$ cat src/rtl/busca_instrucao.sv
// Instruction-fetch stage: holds the PC, registers the word returned by instruction memory and
// hands it to decode over valid/ready, with redirect, misalignment halt and EBREAK halt.
module busca_instrucao #(
  parameter int unsigned           BITS     = 8,
  parameter int unsigned           DEPTH    = 128,
  parameter int unsigned           ADDR_W   = 7,
  parameter logic [ADDR_W-1:0]     RESET_PC = '0
) (
  input  logic                clk,
  input  logic                rst_n,
  output logic [ADDR_W-1:0]   endr,
  input  logic [BITS*4-1:0]   instr_in,
  input  logic                desvio,
  input  logic [ADDR_W-1:0]   alvo,
  output logic [BITS*4-1:0]   instr_out,
  output logic [ADDR_W-1:0]   pc_out,
  output logic                valid,
  input  logic                ready,
  output logic                parado,
  output logic                erro_alinhamento,
  output logic [15:0]         contador
);

  localparam logic [BITS*4-1:0] Ebreak = (BITS*4)'(32'h0010_0073);

  typedef enum logic [1:0] {StInicio, StBusca, StParado} state_e;

  state_e              state_q, state_d;
  logic [ADDR_W-1:0]   pc_q, pc_d;
  logic [BITS*4-1:0]   instr_q, instr_d;
  logic [ADDR_W-1:0]   pc_out_q, pc_out_d;
  logic                valid_q, valid_d;
  logic                erro_q, erro_d;
  logic [15:0]         cont_q, cont_d;
  logic                handshake;

  assign handshake = valid_q & ready;

  always_comb begin
    state_d  = state_q;
    pc_d     = pc_q;
    instr_d  = instr_q;
    pc_out_d = pc_out_q;
    valid_d  = valid_q;
    erro_d   = erro_q;
    // Counts handshakes in every state, including one that coincides with a redirect.
    cont_d   = handshake ? cont_q + 16'd1 : cont_q;

    unique case (state_q)
      StInicio: state_d = StBusca;
      StBusca: begin
        if (desvio && (alvo[1:0] != 2'b00)) begin
          erro_d  = 1'b1;
          valid_d = 1'b0;
          state_d = StParado;
        end else if (desvio) begin
          pc_d    = alvo;
          valid_d = 1'b0;
        end else if (!valid_q || ready) begin
          instr_d  = instr_in;
          pc_out_d = pc_q;
          valid_d  = 1'b1;
          pc_d     = pc_q + ADDR_W'(4);
          if (instr_in == Ebreak) state_d = StParado;
        end
      end
      StParado: begin
        // Only drain what is already held; no fetch, redirects ignored.
        if (handshake) valid_d = 1'b0;
      end
      default: state_d = StInicio;
    endcase
  end

  always_ff @(posedge clk or negedge rst_n) begin
    if (!rst_n) begin
      state_q  <= StInicio;
      pc_q     <= RESET_PC;
      instr_q  <= '0;
      pc_out_q <= '0;
      valid_q  <= 1'b0;
      erro_q   <= 1'b0;
      cont_q   <= '0;
    end else begin
      state_q  <= state_d;
      pc_q     <= pc_d;
      instr_q  <= instr_d;
      pc_out_q <= pc_out_d;
      valid_q  <= valid_d;
      erro_q   <= erro_d;
      cont_q   <= cont_d;
    end
  end

  assign endr             = pc_q;
  assign instr_out        = instr_q;
  assign pc_out           = pc_out_q;
  assign valid            = valid_q;
  assign parado           = (state_q == StParado);
  assign erro_alinhamento = erro_q;
  assign contador         = cont_q;

endmodule

$ cat config.mk
export PLATFORM = sky130hd
export DESIGN_NAME = busca_instrucao
export DESIGN_NICKNAME = d
export VERILOG_FILES = /design/src/rtl/busca_instrucao.sv
export SDC_FILE = /design/constraint.sdc
export NUM_CORES = 1
export LEC_CHECK = 0
export ABC_AREA = 1
export CORE_MARGIN = 5
export CORE_UTILIZATION = 40
export CTS_CLUSTER_DIAMETER = 60
export CTS_CLUSTER_SIZE = 14
export DETAILED_ROUTE_END_ITERATION = 6
export PLACE_DENSITY = 0.76
export SKIP_CTS_REPAIR_TIMING = 1
export SLEW_MARGIN = 10
export SYNTH_ARGS = -nofsm -noshare
export SYNTH_HDL_FRONTEND = slang
export SYNTH_SLANG_ARGS = --single-unit
$ cat constraint.sdc
create_clock -name clk -period 2.2 [get_ports clk]
set_clock_uncertainty 0.15 [all_clocks]
set_input_delay 0.44 -clock clk [delete_from_list [all_inputs] [get_ports clk]]
set_output_delay 0.44 -clock clk [all_outputs]
set_load 0.03 [all_outputs]
==> results.yml <==
clocking:
  clkTransAtPathRegs_ns: 0.07
  cts-root-buf: "clkbuf_8"
  cts_max_path_buffers: 2
  cts.sinks: 66
  cts_buffers: 9
  cts_tree: "yes"
  h-tree-depth: 3
  worstSkewPairLatency_ns: 0.33
worst_setup_path:
  cp_data_required_time_ns: 1.61
  cp_slowest_cell: "clkdlybuf4s50_1"
  end_kind: "output pin"
  critical-path-max-stage-delay_ns: 0.71
  crit_type: "reg -> out"
  critPathTopFamily: "buffers and inverters"
  cp_max_fo: 5
  crit_buf_inv: 1
  arrival_ns: 1.49
  start_kind: "register"
  worstPathCellList: "clkdlybuf4s50_1"
drt:
  wl_per_cell_um: 14.1
  drt_iter0_drc: 63
  drc: 0
  drt-total-wl_mm: 7.35
  via_per_inst: 4.55
  vias: 2380
  ant_nets: 0
  drt-pass1-iter-count: 4
synth:
  synth_area_leaders: "dfrtp_1 (55%), mux2_4 (10%), nand2_1 (8.2%)"
  yosysTopAreaCellShare_pct: 54.9
  yosysWarnings: 0
  synth_nets: 345
  synth_area_um2: 3010
  postSynthAreaPerCell_um2: 10.0
  synthDistinctLibCells: 29
  ys_ff_latch: 66
  synth_cells: 300
  synth_top_area_cell: "dfrtp_1"
  synth-seq-area-share_pct: 54.9
finish:
  final_net_count: 464
  design_area_um2: 4490
  nFillCells: 624
  drive_above_1_share_pct: 13.4
  diodes: 0
  final_common_cell: "clkdlybuf4s50_1"
  syn2layout_area_growth_pct: 49.1
  final_cell_mix: "clkdlybuf4s50_1 (105), nand2_1 (66), dfrtp_1 (66)"
  final_cells: 523
sta:
  fmax_ghz: 0.481
  tightest_slew_ns: 0.342
  relSlewSlack_pct: 77.1
  post-route-period-util_pct: 94.5
  finalSetupViolCount: 0
  grt_setup_unrepaired: "false"
  finalCriticalPeriod_ns: 2.08
  finalMaxSlewViolations: 0
  hold_violations: 0
global_route:
  grt_first_pass_wirelength_mm: 12.8
  grt_pass1_vias: 2496
  grt-ovfl-total: 0
  grt_start_max_net_pins: 54
  antenna_found_initial: 0
  track_usage_pct: 16.9
die:
  design.core.area_um2: 7290
  die_y_um: 96.7
  boundaryPins: 108
  initial_core_util_pct: 41.2
  rows: 31
  die_area_um2: 9350
  die-width_um: 96.7
placed_design:
  placed_cell_area_um2: 4230
  io_buffer_count: 107
  post-dp-hpwl_mm: 5.73
  placed_cells: 506
  finalWeightedCongestion: 0.763
run_status:
  outcome: "completed"
power_and_ir_drop:
  power_density_nw_per_um2: 1460
  p_leak_nw: 2.21
  irDropWorstVdd_uv: 767
hold_path:
  hold_class: "reg -> reg"
job:
  drv_cap: 0
==> synthesized netlist by cell type <==
cell,instances
nor3_1,4
nand2_1,66
mux2_4,21
nor2_4,2
o21ai_0,15
buf_2,1
a31oi_1,1
o221ai_1,1
xor2_1,11
nand3_1,10
o21bai_1,2
nor3_2,1
nor2_1,22
nand2_2,2
nor2_2,3
a221oi_1,1
xnor2_1,3
buf_4,1
clkbuf_1,1
inv_1,42
nor2b_1,1
buf_6,3
dfrtp_1,66
o21ai_1,11
nand2_4,1
inv_2,4
a22oi_2,1
o211ai_1,1
ha_1,2
==> power breakdown <==
part           internal (mW)  total (mW)  switching [mW]  leakage, nW
registers               1.71        2.07           0.351        0.789
clock network          0.757        1.23           0.469        0.117
logic                   1.48        3.25            1.77         1.30
==> through the flow <==
step	setup WS (ns)	setup TNS [ns]	power [mW]	hold slack [ns]	util, %
detailed placement	0.0758	0	5.37	0.202	58.0
CTS	-0.0944	-0.0944	6.62	-0.175	61.3
floorplan	0.552	0	4.00	-0.00559	-
global route	0.0592	0	6.93	0.370	61.5
global placement	0.119	0	5.28	0.202	58.0
finish	0.120	0	6.54	0.331	61.5
==> registers in the layout, indices dropped and copies added (netlist names) <==
| signal | flops |
|---|---|
| instr_out | 32 |
| valid | 1 |
| contador | 16 |
| endr | 7 |
| pc_out | 7 |
| erro_alinhamento | 1 |
| state_q | 2 |
==> final timing paths <==
| kind | from | to | slack (ns) | cells after the start |
|---|---|---|---|---|
| min in group asynchronous | rst_n | instr_out[10]$_DFFE_PN0P_ | 0.37 | 2 |
| worst max-delay path | contador[5]$_DFFE_PN0P_ | contador[5] | 0.12 | 1 |
| worst min-delay path | erro_alinhamento$_DFFE_PN0P_ | erro_alinhamento$_DFFE_PN0P_ | 0.33 | 1 |
| worst min register to register | erro_alinhamento$_DFFE_PN0P_ | erro_alinhamento$_DFFE_PN0P_ | 0.33 | 1 |
| max in group asynchronous | rst_n | instr_out[20]$_DFFE_PN0P_ | 0.93 | 3 |
| worst max register to register | valid$_DFFE_PN0P_ | instr_out[13]$_DFFE_PN0P_ | 0.60 | 6 |
==> final cells by class <==
cell class / count / area [um^2] / share of cell area [%]
sequential: 66 / 1650 / 36.8
timing repair buffer: 114 / 1160 / 25.9
multi-input combinational: 182 / 1130 / 25.3
inverter: 46 / 173 / 3.85
clock buffer: 10 / 128 / 2.85
tap: 99 / 124 / 2.76
clock inverter: 6 / 115 / 2.57
==> cells by family after synthesis <==
kind of cell	Yosys count	synth area share (%)
multiplexers	21	10.5
AND/OR/NAND/NOR	112	16.0
flip-flops	66	54.9
buffers and inverters	52	7.40
adder cells (fa/ha/maj)	2	0.832
XOR/XNOR	14	4.08
AO/OA/AOI/OAI	33	6.28
==> routing by layer <==
| metal | track usage [%] | up-vias | share of wire, % |
|---|---|---|---|
| met2 | 26.7 | 75 | 46 |
| li1 | - | 1181 | - |
| met1 | 21.9 | 1110 | 47 |
| met3 | 4.89 | 14 | 4.9 |
| met5 | 0 | - | 0 |
| met4 | 6.59 | 0 | 2.0 |
Note: power is estimated with default switching activity, not from simulation.
